[src/rtl/sha_pkg.sv]
// Shared types and encodings for the SHA-256 double-hash mining sequencer.
// Holds the FSM state enum, message-source selects and H-register block phases.
package sha_pkg;

    localparam int ROUNDS_DEF = 64;

    typedef enum logic [2:0] {
        ST_IDLE   = 3'd0,
        ST_C1     = 3'd1,
        ST_UPD1   = 3'd2,
        ST_C2     = 3'd3,
        ST_UPD2   = 3'd4,
        ST_C3     = 3'd5,
        ST_DIGEST = 3'd6,
        ST_DONE   = 3'd7
    } state_e;

    localparam logic [1:0] W_CHUNK1 = 2'd0;
    localparam logic [1:0] W_CHUNK2 = 2'd1;
    localparam logic [1:0] W_DIGEST = 2'd2;

    localparam logic [1:0] BLK_INIT   = 2'd0;
    localparam logic [1:0] BLK_MID    = 2'd1;
    localparam logic [1:0] BLK_FIRST  = 2'd2;
    localparam logic [1:0] BLK_RESUME = 2'd3;

    function automatic logic is_round_state(input state_e s);
        return (s == ST_C1) || (s == ST_C2) || (s == ST_C3);
    endfunction

    function automatic logic is_busy(input state_e s);
        return !((s == ST_IDLE) || (s == ST_DONE));
    endfunction

    // Message source only matters while rounds run; other states park on chunk1.
    function automatic logic [1:0] w_sel_of(input state_e s);
        case (s)
            ST_C2:   w_sel_of = W_CHUNK2;
            ST_C3:   w_sel_of = W_DIGEST;
            default: w_sel_of = W_CHUNK1;
        endcase
    endfunction

endpackage

[src/rtl/sha_round_counter.sv]
// Compression round counter: 0..ROUNDS-1 with enable and clear, wrapping to 0
// after the last round so the following non-round state already sees round 0.
module sha_round_counter #(
    parameter int ROUNDS = 64
) (
    input  logic                      clk,
    input  logic                      rst,
    input  logic                      clr,
    input  logic                      en,
    output logic [$clog2(ROUNDS)-1:0] count,
    output logic                      last_round
);

    localparam int RW = $clog2(ROUNDS);
    localparam logic [RW-1:0] LAST = RW'(ROUNDS - 1);
    localparam logic [RW-1:0] ONE  = RW'(1);
    localparam logic [RW-1:0] ZERO = RW'(0);

    assign last_round = (count == LAST);

    // Round index register; clear has priority over counting.
    always_ff @(posedge clk) begin
        if (rst) begin
            count <= ZERO;
        end else if (clr) begin
            count <= ZERO;
        end else if (en) begin
            count <= last_round ? ZERO : (count + ONE);
        end else begin
            count <= count;
        end
    end

endmodule

[src/rtl/sha_mining_sequencer.sv]
// Control FSM for the SHA-256 double-hash datapath: chunk1 once, then chunk2 plus
// second hash per nonce from the chunk1 midstate, until a hit or range exhaustion.
module sha_mining_sequencer
    import sha_pkg::*;
#(
    parameter int ROUNDS  = ROUNDS_DEF,
    parameter int NONCE_W = 32
) (
    input  logic                      clk,
    input  logic                      rst,
    input  logic                      start,
    input  logic                      abort,
    input  logic [NONCE_W-1:0]        nonce_start,
    input  logic [NONCE_W-1:0]        nonce_end,
    input  logic                      hit,
    output logic [$clog2(ROUNDS)-1:0] round,
    output logic                      round_en,
    output logic [1:0]                w_sel,
    output logic [1:0]                block,
    output logic [NONCE_W-1:0]        nonce,
    output logic                      hash_valid,
    output logic                      busy,
    output logic                      done,
    output logic                      found,
    output logic [NONCE_W-1:0]        found_nonce
);

    state_e               state_r;
    state_e               state_next_s;
    logic [NONCE_W-1:0]   nonce_end_r;
    logic [NONCE_W-1:0]   nonce_end_next_s;
    logic [NONCE_W-1:0]   nonce_next_s;
    logic [NONCE_W-1:0]   found_nonce_next_s;
    logic [1:0]           block_next_s;
    logic                 found_next_s;
    logic                 cnt_clr_s;
    logic                 cnt_en_s;
    logic                 last_round_s;

    assign cnt_en_s = is_round_state(state_r);

    sha_round_counter #(
        .ROUNDS (ROUNDS)
    ) u_round_counter (
        .clk        (clk),
        .rst        (rst),
        .clr        (cnt_clr_s),
        .en         (cnt_en_s),
        .count      (round),
        .last_round (last_round_s)
    );

    // Next-state and next-value logic; abort overrides everything but reset.
    always_comb begin
        state_next_s       = state_r;
        nonce_next_s       = nonce;
        nonce_end_next_s   = nonce_end_r;
        found_next_s       = found;
        found_nonce_next_s = found_nonce;
        block_next_s       = block;
        cnt_clr_s          = 1'b0;
        if (abort) begin
            state_next_s = ST_IDLE;
            block_next_s = BLK_INIT;
            found_next_s = 1'b0;
            cnt_clr_s    = 1'b1;
        end else begin
            case (state_r)
                ST_IDLE, ST_DONE: begin
                    if (start) begin
                        state_next_s     = ST_C1;
                        nonce_next_s     = nonce_start;
                        nonce_end_next_s = nonce_end;
                        found_next_s     = 1'b0;
                        block_next_s     = BLK_INIT;
                        cnt_clr_s        = 1'b1;
                    end else begin
                        state_next_s = state_r;
                    end
                end
                ST_C1: begin
                    if (last_round_s) begin
                        state_next_s = ST_UPD1;
                    end else begin
                        state_next_s = ST_C1;
                    end
                end
                ST_UPD1: begin
                    state_next_s = ST_C2;
                    block_next_s = BLK_MID;
                end
                ST_C2: begin
                    if (last_round_s) begin
                        state_next_s = ST_UPD2;
                    end else begin
                        state_next_s = ST_C2;
                    end
                end
                ST_UPD2: begin
                    state_next_s = ST_C3;
                    block_next_s = BLK_FIRST;
                end
                ST_C3: begin
                    if (last_round_s) begin
                        state_next_s = ST_DIGEST;
                    end else begin
                        state_next_s = ST_C3;
                    end
                end
                ST_DIGEST: begin
                    if (hit) begin
                        state_next_s       = ST_DONE;
                        found_next_s       = 1'b1;
                        found_nonce_next_s = nonce;
                    end else if (nonce == nonce_end_r) begin
                        state_next_s = ST_DONE;
                        found_next_s = 1'b0;
                    end else begin
                        // Wraps naturally through all-ones for descending ranges.
                        state_next_s = ST_C2;
                        nonce_next_s = nonce + NONCE_W'(1);
                        block_next_s = BLK_RESUME;
                    end
                end
                default: begin
                    state_next_s = ST_IDLE;
                end
            endcase
        end
    end

    // State, captured range and registered outputs derived from the next state.
    always_ff @(posedge clk) begin
        if (rst) begin
            state_r     <= ST_IDLE;
            nonce_end_r <= {NONCE_W{1'b0}};
            nonce       <= {NONCE_W{1'b0}};
            found       <= 1'b0;
            found_nonce <= {NONCE_W{1'b0}};
            block       <= BLK_INIT;
            round_en    <= 1'b0;
            w_sel       <= W_CHUNK1;
            hash_valid  <= 1'b0;
            busy        <= 1'b0;
            done        <= 1'b0;
        end else begin
            state_r     <= state_next_s;
            nonce_end_r <= nonce_end_next_s;
            nonce       <= nonce_next_s;
            found       <= found_next_s;
            found_nonce <= found_nonce_next_s;
            block       <= block_next_s;
            round_en    <= is_round_state(state_next_s);
            w_sel       <= w_sel_of(state_next_s);
            hash_valid  <= (state_next_s == ST_DIGEST);
            busy        <= is_busy(state_next_s);
            done        <= (state_next_s == ST_DONE);
        end
    end

endmodule

[config.mk]
export PLATFORM = sky130hd
export DESIGN_NAME = sha_mining_sequencer
export DESIGN_NICKNAME = d
export VERILOG_FILES = /design/src/rtl/sha_pkg.sv /design/src/rtl/sha_round_counter.sv /design/src/rtl/sha_mining_sequencer.sv
export SDC_FILE = /design/constraint.sdc
export NUM_CORES = 1
export LEC_CHECK = 0
export BUFFER_PORTS_ARGS = -buffer_cell sky130_fd_sc_hd__buf_2
export CAP_MARGIN = 20
export CORE_UTILIZATION = 53
export CTS_CLUSTER_SIZE = 30
export DETAILED_ROUTE_END_ITERATION = 7
export GPL_TIMING_DRIVEN = 0
export PLACE_DENSITY = 0.91
export SLEW_MARGIN = 20
export SYNTH_ARGS = -nofsm -noshare
export SYNTH_HDL_FRONTEND = slang
export SYNTH_HIERARCHICAL = 1
export SYNTH_SLANG_ARGS = --single-unit
[constraint.sdc]
create_clock -name clk -period 2.2 [get_ports clk]
set_input_delay 0.33 -clock clk [delete_from_list [all_inputs] [get_ports clk]]
set_output_delay 0.33 -clock clk [all_outputs]
set_load 0.01 [all_outputs]
# Yosys cells after proc, flatten, opt, wreduce, memory -nomap -nowiden
# Cells that the tools add are included.
dict set report word_totals {
  ff_bits 114
  inputBits 69
  out_inout_bits 79
}
dict set report op_classes {
  add_sub_neg 2
  muxes 25
  n_reduce_logical 18
  bitwise_logic 1
  eq_ne 18
}
# operator n
set op_table {}
lappend op_table {{32-bit two-way mux} 3}
lappend op_table {{32-bit one-hot mux with 2 select lines} 1}
lappend op_table {{32-bit by 1-bit adder with 32-bit output, second input constant} 1}
lappend op_table {{32-bit equality test} 1}
lappend op_table {{3-bit equality test, second input constant} 7}
lappend op_table {{3-bit one-hot mux with 7 select lines} 1}
lappend op_table {{3-bit two-way mux} 5}
lappend op_table {{2-bit two-way mux} 5}
lappend op_table {{3-bit by 2-bit equality test with 1-bit output, second input constant} 3}
lappend op_table {{3-bit AND reduction} 3}
lappend op_table {{2-bit one-hot mux with 4 select lines} 1}
lappend op_table {{6-bit by 1-bit adder with 6-bit output, second input constant} 1}
lappend op_table {{3-bit by 1-bit equality test with 1-bit output, second input constant} 2}
lappend op_table {{6-bit equality test, second input constant} 1}
lappend op_table {{3-bit logical NOT} 2}
lappend op_table {{1-bit two-way mux} 6}
lappend op_table {{6-bit two-way mux} 1}
lappend op_table {{2-bit inequality test, second input constant} 3}
lappend op_table {{2-bit OR reduction} 3}
lappend op_table {{1-bit logical OR} 5}
lappend op_table {{5-bit AND reduction} 1}
lappend op_table {{2-bit one-hot mux with 2 select lines} 1}
lappend op_table {{4-bit AND reduction} 1}
lappend op_table {{4-bit nonzero test} 1}
lappend op_table {{5 further kinds} 5}

# Longest topological paths before layout
# Gate-level depths: netlist of run 1.
dict set report logic_depth {
  ltp_word 8
  depth_mapped 9
}

# Hierarchy
# Netlist of run 1, hierarchy kept.
# mod area_each_um2 cells_per_inst instances
set modules_own_cells {}
lappend modules_own_cells {sha_mining_sequencer 5447.7 712 1}
lappend modules_own_cells {sha_round_counter 289.0 30 1}

# Least setup slack after synthesis of run 1
# No wires, ideal clock.
dict set report synth_timing {
  kind {register to register}
  from {reg nonce[8]}
  to {reg nonce[27]}
  setup_time_ps 120
  slack_ps 131
  path_buffers 1
  t_arrival_ps 1949
  required_time_ps 2080
  path_stages_with_launch 8
  path_cell_list {dfxtp_1 buf_4 nand4_2 or4_4 nor3_4 a41o_1 nor4_1 a211o_1}
}
dict set report synth_via {
  elab_chain_len 4
}
# item line
set synth_rtl {}
lappend synth_rtl {{start: declaration} sha_mining_sequencer.sv:20} ;# output logic [NONCE_W-1:0] nonce,
lappend synth_rtl {{start signal: assignment} sha_mining_sequencer.sv:137} ;# nonce <= {NONCE_W{1'b0}};
lappend synth_rtl {{start signal: assignment} sha_mining_sequencer.sv:149} ;# nonce <= nonce_next_s;
lappend synth_rtl {{32-bit by 1-bit adder with 32-bit output} sha_mining_sequencer.sv:121} ;# nonce_next_s = nonce + NONCE_W'(1);
lappend synth_rtl {{32-bit two-way mux} sha_mining_sequencer.sv:115} ;# end else if (nonce == nonce_end_r) begin
lappend synth_rtl {{32-bit two-way mux} sha_mining_sequencer.sv:111} ;# if (hit) begin
lappend synth_rtl {{32-bit one-hot mux with 2 select lines} sha_mining_sequencer.sv:68} ;# case (state_r)
# Parallel ways exist; a longest one is shown, timed or not. The select of a mux whose other input is x is not followed.
# A chain may end at the register's enable or synchronous reset.

# Worst setup path in the final report of run 1
dict set report layout_timing {
  from {reg state_r[0]}
  to {reg nonce[10]}
}
dict set report layout_via {
  elab_chain_len 4
}
# item line
set layout_rtl {}
lappend layout_rtl {{start: declaration} sha_mining_sequencer.sv:28} ;# state_e state_r;
lappend layout_rtl {{start signal: assignment} sha_mining_sequencer.sv:147} ;# state_r <= state_next_s;
lappend layout_rtl {{3-bit equality test / 3-bit logical NOT (equally long branches)} sha_mining_sequencer.sv:68}
lappend layout_rtl {{2-bit OR reduction} sha_mining_sequencer.sv:68}
lappend layout_rtl {{2-bit inequality test (no source line) / 2-bit nonzero test (equally long branches)} n/a}
lappend layout_rtl {{5-bit AND reduction (no source line)} n/a}
# Parallel ways exist; a longest one is shown, timed or not.

==> flow_metrics.py, run 1 <==
metrics = {
    "final_layout": {
        "instances_no_fill": 1075,
        "final_cell_area_mm2": 0.00759,
        "fin_util_pct": 72.9,
        "layout.nets": 996,
        "layout-drive-gt1-share_pct": 30.2,
        "area_growth_pct": 32.3,
        "nFillCells": 728,
    },
    "power": {
        "seqPwrFrac_pct": 40.1,
        "leakage_nw": 3.09,
        "power_frac_comb_pct": 10.4,
        "p_clk_share_pct": 49.5,
        "power_mw": 5.51,
        "switching_power_mw": 1.50,
        "ir_drop_mv": 0.480,
        "internal_power_mw": 4.02,
        "switching_share_pct": 27.1,
        "power_density_mw_per_mm2": 727,
    },
    "clocking": {
        "cts.clk_slew.worst_paths_ns": 0.06,
        "cts_tree": "yes",
        "insertion_delay_ns": 0.53,
        "cts.sinks": 114,
        "cts_hold_repair.buffers": 0,
        "root_buffer": "clkbuf_8",
        "cts_made_buffers": 17,
        "htreeDepth": 4,
        "clockBufferDepth": 2,
    },
    "grt": {
        "track_usage_pct": 35.4,
        "grt_pass1_vias": 5920,
        "grt_pass1_wl_mm": 30.5,
        "grt_overflow": 0,
        "antenna_found_initial": 1,
        "grt_max_degree": 17,
    },
    "floorplanning": {
        "die_height_um": 106,
        "dieArea_mm2": 0.0112,
        "initial_core_util_pct": 55.1,
        "chipWidth_um": 106,
        "fp-row-count": 37,
        "core_mm2": 0.0104,
        "top_level_ports": 148,
    },
    "logic_synthesis": {
        "yosysTopAreaCellShare_pct": 39.8,
        "syn_area_per_cell_um2": 7.73,
        "synth-main-ff-cell": "dfxtp_1",
        "yosys_warnings": 6,
        "synth.most_common_cell": "nand2_1",
        "synth_common_cells": "183 x nand2_1, 114 x dfxtp_1, 94 x a21oi_1",
        "netlist_top_cells_area": "dfxtp_1 40%, nand2_1 12%, a21oi_1 8.2%, xnor2_1 4.6%, clkbuf_1 2.6%",
        "synth-seq-cells": 114,
        "synthesis.area_mm2": 0.00574,
        "seq_area_frac_synth_pct": 39.8,
        "netlist.top_cell.by_area": "dfxtp_1",
        "syn_nets": 813,
        "synth_edf_count": 0,
        "synth_cell_types": 64,
        "async_flop_share_pct": 0,
        "syn_inst": 742,
    },
    "min_path": {
        "hp-start": "nonce_end[2]",
        "hold_class": "in2reg",
    },
    "timing": {
        "rsz0062_at_grt": "true",
        "worst_slack_ns": -0.0849,
        "max_freq_mhz": 438,
        "slew_headroom_pct": 47.6,
        "tightest_slew_ns": 0.786,
        "setup_viol": 19,
        "period_minus_slack_ns": 2.28,
        "final_max_slew_viol_count": 0,
        "skew_ns": 0.0112,
        "finalHoldViolations": 0,
        "finalCritPeriodShare_pct": 104,
    },
    "drt": {
        "drtIter0Drc": 1488,
        "ant_nets": 0,
        "drt-vias-per-instance": 6.39,
        "drt-total-wl_mm": 21.0,
        "dr.pass1.iters": 8,
        "num_vias": 6865,
        "wl_per_cell_um": 19.5,
        "drc": 52,
    },
    "status": {
        "status": "finished, violations left",
        "violations": "DRC, setup timing",
    },
    "setup_path": {
        "regToRegStartpoint": "state_r[0]$_SDFF_PP0_",
        "cp.arrival_ns": 2.70,
        "endpoint_kind": "flip-flop",
        "start_kind": "flip-flop",
        "worstPathMaxFanout": 10,
        "crit_required_ns": 2.61,
        "startpoint": "state_r[0]$_SDFF_PP0_",
        "crit_type": "reg2reg",
    },
    "placement": {
        "gp_congestion": 0.996,
        "dpl_cell_area_mm2": 0.00664,
        "portBuffers": 147,
        "hpwl_mm": 13.3,
        "placed_cells": 1025,
    },
    "run": {
        "drv_cap": 0,
    },
}
## power by group through the flow
stage	sequential, mW	clock [mW]	combinational [mW]
after floorplan	2.23	0	0.293
after global placement	2.24	0	0.488
after detailed placement	2.24	0	0.495
after CTS	2.20	2.72	0.516
after global routing	2.21	2.80	0.608
final	2.21	2.73	0.576
## cell type report
type / instances / area (um^2) / share of cell area, %
clock inverters: 14 / 155 / 2.04
flip-flops and latches: 114 / 2300 / 30.3
plain buffers: 64 / 403 / 5.31
diodes: 1 / 2.50 / 0.0330
clock buffers: 18 / 428 / 5.64
repair buffers: 166 / 896 / 11.8
well taps: 136 / 170 / 2.24
inverters: 7 / 26.3 / 0.346
multi-input cells: 555 / 3210 / 42.3
## worst max-delay path, cell delays in order, from the launching register on
cell and delay (ns):
dfxtp_1 0.34, buf_2 0.20, nor4b_2 0.29, a31oi_2 0.10
nor2_2 0.42, clkbuf_2 0.38, a31oi_1 0.14, a211oi_1 0.30
## cells by family (layout without fill, tap and decap cells)
family | count (synthesis) | in the layout | share of synthesized area (%)
mux | 2 | 2 | 0.349
buf+inv | 73 | 269 | 6.39
xor+xnor | 36 | 36 | 5.50
flops | 114 | 114 | 39.8
other cells | 0 | 1 | 0
compound gates | 200 | 200 | 21.5
fa+ha+maj | 2 | 2 | 0.436
simple gates | 315 | 315 | 26.1
## layout by cell type, fill, tap and decap left out, types with 11 or more instances in the layout
master,n
clkbuf_16,17
buf_4,24
nor3_1,13
clkbuf_2,11
a21oi_1,94
nor2_1,22
dfxtp_2,11
buf_2,152
buf_6,12
nand4_1,16
dfxtp_1,102
clkbuf_1,24
nand2_1,182
a31oi_1,11
xnor2_1,30
o31ai_1,13
o21ai_0,18
nand3_1,22
## path summary, 6_finish.rpt
kind | end | slack, ns | cells past startpoint
setup / recovery | nonce[10]$_SDFFE_PP0P_ | -0.08 | 7
hold / removal | nonce_end_r[2]$_SDFFE_PP0P_ | 0.03 | 3
setup reg to reg | nonce[10]$_SDFFE_PP0P_ | -0.08 | 7
hold reg to reg | found_nonce[25]$_SDFFE_PP0P_ | 0.45 | 2
## per-stage QoR
step           hold slack (ns)  setup WS, ns  setup TNS (ns)
5_1_grt                 0.0552        -0.168           -3.49
3_3_place_gp             0.440        -0.170           -1.23
6_report                0.0345       -0.0849          -0.509
4_1_cts                 0.0280       0.00103               0
3_5_place_dp             0.444        -0.183           -2.00
2_1_floorplan            0.407         0.131               0
## state kept, by name, indices dropped and copies added (netlist names), 2 cells and up
name,cells
state_r,3
found_nonce,32
block,2
nonce_end_r,32
w_sel,2
u_round_counter/count,6
nonce,32
## layer usage
metal | global-route usage [%] | wire (um) | vias up | share of wire (%)
met4 | 20.9 | 1650 | 2 | 7.9
li1 | - | - | 2994 | -
met5 | 0 | 22 | - | 0.10
met3 | 9.50 | 3050 | 218 | 15
met1 | 45.9 | 7530 | 3003 | 36
met2 | 52.8 | 8710 | 648 | 42
## repair_timing
action | 4_1_cts | 5_1_grt
pin swaps | 3 | 5
buffers inserted | 5 | 13
setup endpoints to repair | 29 | 70
resized for setup | 20 | 66
gates cloned | 0 | 1
(Power assumes the default switching activity.)
==> run 2: changes to the inputs <==
- CORE_UTILIZATION: 53 -> 48
- PLACE_DENSITY: 0.91 -> 0.87
- clock period: 2.2 -> 1.95 ns (I/O delays scaled with it)
==> run 2 against run 1 <==
The flow still finishes with violations (DRC, setup timing). Setup slack lost 0.43 ns. Die area grew 10%. Critical path depth is the same. First-iteration DRC count grew 13%. Sequential share of layout area shrank 3.2 points. Sequential power grew 14%. Cell area grew 13%. Largest cell class unchanged. Highest routed layer is now met4. Combinational power grew 36%. Via count grew 7.6%.
==> flow_metrics.py, run 2 (same netlist as run 1, synthesis figures left out) <==
metrics = {
    "status": {
        "status": "finished, violations left",
        "violations": "DRC, setup timing",
    },
    "drt": {
        "wl_per_cell_um": 23.2,
        "dr.pass1.iters": 8,
        "ant_nets": 0,
        "drtIter0Drc": 1676,
        "num_vias": 7390,
        "drt-vias-per-instance": 6.64,
        "drc": 50,
        "drt-total-wl_mm": 25.8,
    },
    "final_layout": {
        "final_common_cell": "nand2_1",
        "layout.nets": 1028,
        "area_growth_pct": 50.0,
        "fin_util_pct": 74.7,
        "final_cell_area_mm2": 0.00860,
        "layout-drive-gt1-share_pct": 40.2,
        "instances_no_fill": 1113,
        "antenna-diode-count": 0,
        "top_regs": "found_nonce (32), nonce (32), nonce_end_r (32)",
        "nFillCells": 702,
        "final_cell_mix": "181 x nand2_1, 151 x buf_2, 90 x a21oi_1, 90 x dfxtp_1, 47 x buf_4",
    },
    "timing": {
        "final.setup.tns_ns": -9.70,
        "max_freq_mhz": 406,
        "tightest_slew_ns": 0.937,
        "setup_viol": 43,
        "period_minus_slack_ns": 2.46,
        "worst_slack_ns": -0.512,
        "skew_ns": 0.0119,
        "whs_ns": 0.102,
        "finalCritPeriodShare_pct": 126,
        "final_max_slew_viol_count": 0,
        "rsz0062_at_grt": "true",
        "slew_headroom_pct": 37.6,
        "finalHoldViolations": 0,
    },
    "placement": {
        "portBuffers": 147,
        "dpl_cell_area_mm2": 0.00669,
        "place_ws_ns": -0.380,
        "gp_congestion": 0.979,
        "placed_cells": 1032,
        "hpwl_mm": 14.0,
    },
    "grt": {
        "grt_pass1_wl_mm": 33.2,
        "antenna_found_initial": 0,
        "grt_max_degree": 17,
        "track_usage_pct": 34.8,
        "grt_pass1_vias": 6286,
        "grt_overflow": 0,
    },
    "power": {
        "power_density_mw_per_mm2": 811,
        "leakage_nw": 3.49,
        "ir_drop_mv": 0.558,
        "power_mw": 6.98,
    },
    "setup_path": {
        "cp.buffers_inverters": 2,
        "crit_required_ns": 2.27,
        "crit_type": "reg2reg",
        "worstPathCellList": "clkbuf_2 -> nand3b_1 -> buf_1 -> nand2_1 -> o21ai_0 -> a31oi_4 -> a211oi_2",
        "cp_slowest_stage_delay_ns": 0.64,
        "start_kind": "flip-flop",
        "worstPathMaxFanout": 10,
        "rrSetupSlack_ns": -0.51,
        "cp.arrival_ns": 2.78,
        "path_delay_family": "buffers and inverters",
        "reg2reg_depth": 7,
        "timing.rr.end": "nonce[10]$_SDFFE_PP0P_",
        "endpoint_kind": "flip-flop",
        "regToRegStartpoint": "state_r[2]$_SDFF_PP0_",
        "cpMaxStageDelayCell": "buf_1",
    },
    "clocking": {
        "cts.clk_slew.worst_paths_ns": 0.06,
        "clockBufferDepth": 2,
        "insertion_delay_ns": 0.43,
        "htreeDepth": 4,
        "cts.sinks": 114,
        "cts_tree": "yes",
        "root_buffer": "clkbuf_16",
        "cts_made_buffers": 17,
    },
    "floorplanning": {
        "dieArea_mm2": 0.0124,
        "top_level_ports": 148,
        "initial_core_util_pct": 49.8,
        "chipWidth_um": 111,
        "core_mm2": 0.0115,
        "die_height_um": 111,
        "fp-row-count": 39,
    },
    "min_path": {
        "whs_path_depth": 3,
        "hold-path-endpoint": "nonce_end_r[12]$_SDFFE_PP0P_",
        "hold_class": "in2reg",
        "hp-start": "nonce_end[12]",
    },
    "run": {
        "drv_cap": 0,
    },
}
-- run 2: worst max path at each step --
stage,startpoint,to,slack [ns],cells after the start
floorplan,nonce[15]$_SDFFE_PP0P_,nonce[27]$_SDFFE_PP0P_,-0.03,7
global placement,state_r[1]$_SDFF_PP0_,nonce[14]$_SDFFE_PP0P_,-0.37,6
CTS,nonce[13]$_SDFFE_PP0P_,nonce[29]$_SDFFE_PP0P_,-0.08,8
detailed placement,nonce[0]$_SDFFE_PP0P_,nonce[28]$_SDFFE_PP0P_,-0.38,7
finish,state_r[2]$_SDFF_PP0_,nonce[10]$_SDFFE_PP0P_,-0.51,7
global route,state_r[2]$_SDFF_PP0_,nonce[10]$_SDFFE_PP0P_,-0.57,7
-- run 2: timing repair --
action | 4_1_cts | 5_1_grt
gates cloned | 0 | 3
resized for setup | 89 | 112
setup buffers | 28 | 25
setup endpoints to repair | 104 | 98
hold buffers | 0 | 0
pin swaps | 20 | 27
-- run 2: per-layer routing --
layer  track usage, %  vias up  wire length (um)
li1                 -     3059                 -
met2             53.8      754             11000
met1             44.8     3314              8920
met4             20.4        0              2130
met3             7.27      263              3760
met5                0        -                 0
-- run 2: final cells by class --
type	instances	area [um^2]	area share [%]
Clock inverter	12	228	2.65
Sequential cell	114	2330	27.1
Inverter	7	26.3	0.305
Clock buffer	20	467	5.42
Tap cell	143	179	2.08
Timing Repair Buffer	203	1260	14.7
Multi-Input combinational cell	555	3640	42.3
Buffer	59	468	5.44
-- run 2: power by group --
| part | switching (mW) | internal [mW] | leakage, nW |
|---|---|---|---|
| combinational | 0.451 | 0.334 | 2.22 |
| sequential | 0.108 | 2.40 | 0.939 |
| clock | 1.19 | 2.50 | 0.325 |
-- run 2: worst register-to-register path: stages (launching register included) --
cell      delay, ns
dfxtp_4        0.37
clkbuf_2       0.19
nand3b_1       0.34
buf_1          0.65
nand2_1        0.17
o21ai_0        0.21
a31oi_4        0.15
a211oi_2       0.28
==> run 3: changes to the inputs <==
- RECOVER_POWER: unset -> 50
==> run 3 against run 2 <==
The run still ends with DRC, setup timing left. Clock power hardly changed. Setup slack improved by 0.022 ns. Core utilization decreased by 0.61 points. Largest cell class unchanged. Maximum frequency is 0.90% higher. Power down 0.15%. Flip-flop and latch count is the same. Hold slack improved by 0.0034 ns. Register-to-register slack better by 0.02 ns.
==> flow_metrics.py, run 3 (same netlist as run 1, synthesis figures left out) <==
metrics = {
    "timing": {
        "max_freq_mhz": 410,
        "final_max_slew_viol_count": 0,
        "setup_viol": 43,
        "rsz0062_at_grt": "true",
        "finalHoldViolations": 0,
        "period_minus_slack_ns": 2.44,
        "finalCritPeriodShare_pct": 125,
        "tightest_slew_ns": 0.960,
        "worst_slack_ns": -0.490,
        "skew_ns": 0.00918,
        "slew_headroom_pct": 36.0,
    },
    "clocking": {
        "cts.sinks": 114,
        "cts.clk_slew.worst_paths_ns": 0.06,
        "clockBufferDepth": 2,
        "cts_hold_repair.buffers": 0,
        "insertion_delay_ns": 0.43,
        "cts_tree": "yes",
        "htreeDepth": 4,
        "cts_made_buffers": 17,
        "root_buffer": "clkbuf_16",
    },
    "setup_path": {
        "crit_required_ns": 2.27,
        "startpoint": "state_r[2]$_SDFF_PP0_",
        "reg2reg_depth": 7,
        "timing.rr.end": "nonce[10]$_SDFFE_PP0P_",
        "crit_cells": 7,
        "cp.buffers_inverters": 2,
        "cp_slowest_stage_delay_ns": 0.64,
        "regToRegStartpoint": "state_r[2]$_SDFF_PP0_",
        "crit_type": "reg2reg",
        "cpMaxStageDelayCell": "buf_1",
        "setup.worst_path.end": "nonce[10]$_SDFFE_PP0P_",
        "cp.arrival_ns": 2.76,
        "start_kind": "flip-flop",
        "rrSetupSlack_ns": -0.49,
        "worstPathMaxFanout": 10,
        "worstPathCellList": "clkbuf_2 -> nand3b_1 -> buf_1 -> nand2_1 -> o21ai_0 -> a31oi_4 -> a211oi_2",
        "path_delay_family": "buffers and inverters",
        "endpoint_kind": "flip-flop",
    },
    "placement": {
        "place_ws_ns": -0.380,
        "gp_congestion": 0.979,
        "hpwl_mm": 14.0,
        "portBuffers": 147,
    },
    "final_layout": {
        "antenna-diode-count": 0,
        "nFillCells": 739,
        "top_regs": "found_nonce (32), nonce (32), nonce_end_r (32)",
        "final_common_cell": "nand2_1",
        "final_cell_mix": "181 x nand2_1, 96 x buf_2, 91 x dfxtp_1",
        "layout-drive-gt1-share_pct": 34.4,
        "layout.nets": 1028,
        "area_growth_pct": 48.8,
    },
    "drt": {
        "drt-vias-per-instance": 6.61,
        "ant_nets": 0,
        "wl_per_cell_um": 23.2,
        "drt-total-wl_mm": 25.8,
        "dr.pass1.iters": 8,
        "drtIter0Drc": 1532,
        "num_vias": 7357,
        "drc": 16,
    },
    "grt": {
        "grt_max_degree": 17,
        "grt_pass1_wl_mm": 33.2,
        "track_usage_pct": 34.8,
        "use_met1_pct": 44.8,
        "met3_usage_pct": 7.27,
        "antenna_found_initial": 0,
        "met2_usage_pct": 53.8,
        "grt_overflow": 0,
        "grt_pass1_vias": 6286,
        "grt.busiest_layer": "met2",
    },
    "status": {
        "violations": "DRC, setup timing",
        "status": "finished, violations left",
    },
    "floorplanning": {
        "dieArea_mm2": 0.0124,
        "fp-row-count": 39,
        "die_height_um": 111,
        "core_mm2": 0.0115,
        "chipWidth_um": 111,
        "top_level_ports": 148,
        "initial_core_util_pct": 49.8,
    },
    "min_path": {
        "hold_class": "in2reg",
    },
    "power": {
        "power_mw": 6.97,
        "ir_drop_mv": 0.557,
        "power_density_mw_per_mm2": 817,
        "leakage_nw": 3.25,
    },
    "run": {
        "drv_cap": 0,
    },
}
[run 3: cell type report]
class | count | area [um^2] | area share [%]
Tap cell | 143 | 179 | 2.10
Inverter | 7 | 26.3 | 0.308
Clock buffer | 20 | 467 | 5.47
Buffer | 59 | 468 | 5.48
Clock inverter | 12 | 228 | 2.67
Sequential cell | 114 | 2330 | 27.3
Timing Repair Buffer | 203 | 1190 | 14.0
Multi-Input combinational cell | 555 | 3640 | 42.7
[run 3: repair_timing]
| item | in CTS | in global routing |
|---|---|---|
| setup endpoints to repair | 104 | 98 |
| cloned | 0 | 3 |
| gates resized for setup | 89 | 112 |
| endpoints found under the hold margin | 0 | 0 |
| pin swaps | 20 | 27 |
| setup buffers | 28 | 25 |
[run 3: report_power, final]
part           internal [mW]  switching, mW
sequential              2.40          0.108
clock                   2.50           1.18
combinational          0.331          0.451
total                   5.23           1.74
[run 3: worst reg2reg max path: cells and delay by family, from the launching register on]
family	cells	cell delay, ns
AO/OA/AOI/OAI	3	0.62
buffers and inverters	2	0.83
flip-flops	1	0.37
AND/OR/NAND/NOR	2	0.51
[run 3: per-stage QoR]
step / hold slack [ns] / instance area, um^2 / cells / util (%) / setup TNS, ns
finish: 0.106 / 8530 / 1113 / 74.1 / -9.53
global route: 0.115 / 8530 / 1113 / 74.1 / -12.01
CTS: 0.100 / 7870 / 1088 / 68.3 / -1.02
detailed placement: 0.443 / 6690 / 1032 / 58.1 / -18.24
global placement: 0.439 / 6690 / 1032 / 58.1 / -13.47
floorplan: 0.369 / 5780 / 742 / - / -0.0336
[run 3: how the worst min path moves through the flow]
stage | slack [ns] | depth (start not counted) | startpoint | endpoint
floorplan | 0.37 | 1 | rst | u_round_counter/count[1]$_SDFFE_PP0P_
global placement | 0.44 | 2 | found_nonce[18]$_SDFFE_PP0P_ | found_nonce[18]$_SDFFE_PP0P_
detailed placement | 0.44 | 2 | found_nonce[31]$_SDFFE_PP0P_ | found_nonce[31]$_SDFFE_PP0P_
CTS | 0.10 | 3 | nonce_end[7] | nonce_end_r[7]$_SDFFE_PP0P_
global route | 0.12 | 3 | nonce_end[12] | nonce_end_r[12]$_SDFFE_PP0P_
finish | 0.11 | 3 | nonce_end[7] | nonce_end_r[7]$_SDFFE_PP0P_
[run 3: routing by layer]
metal / share of wire, % / routed length (um) / vias up
li1: - / - / 3065
met1: 35 / 9040 / 3277
met2: 42 / 10800 / 745
met3: 14 / 3740 / 270
met4: 8.7 / 2260 / 0
met5: 0 / 0 / -
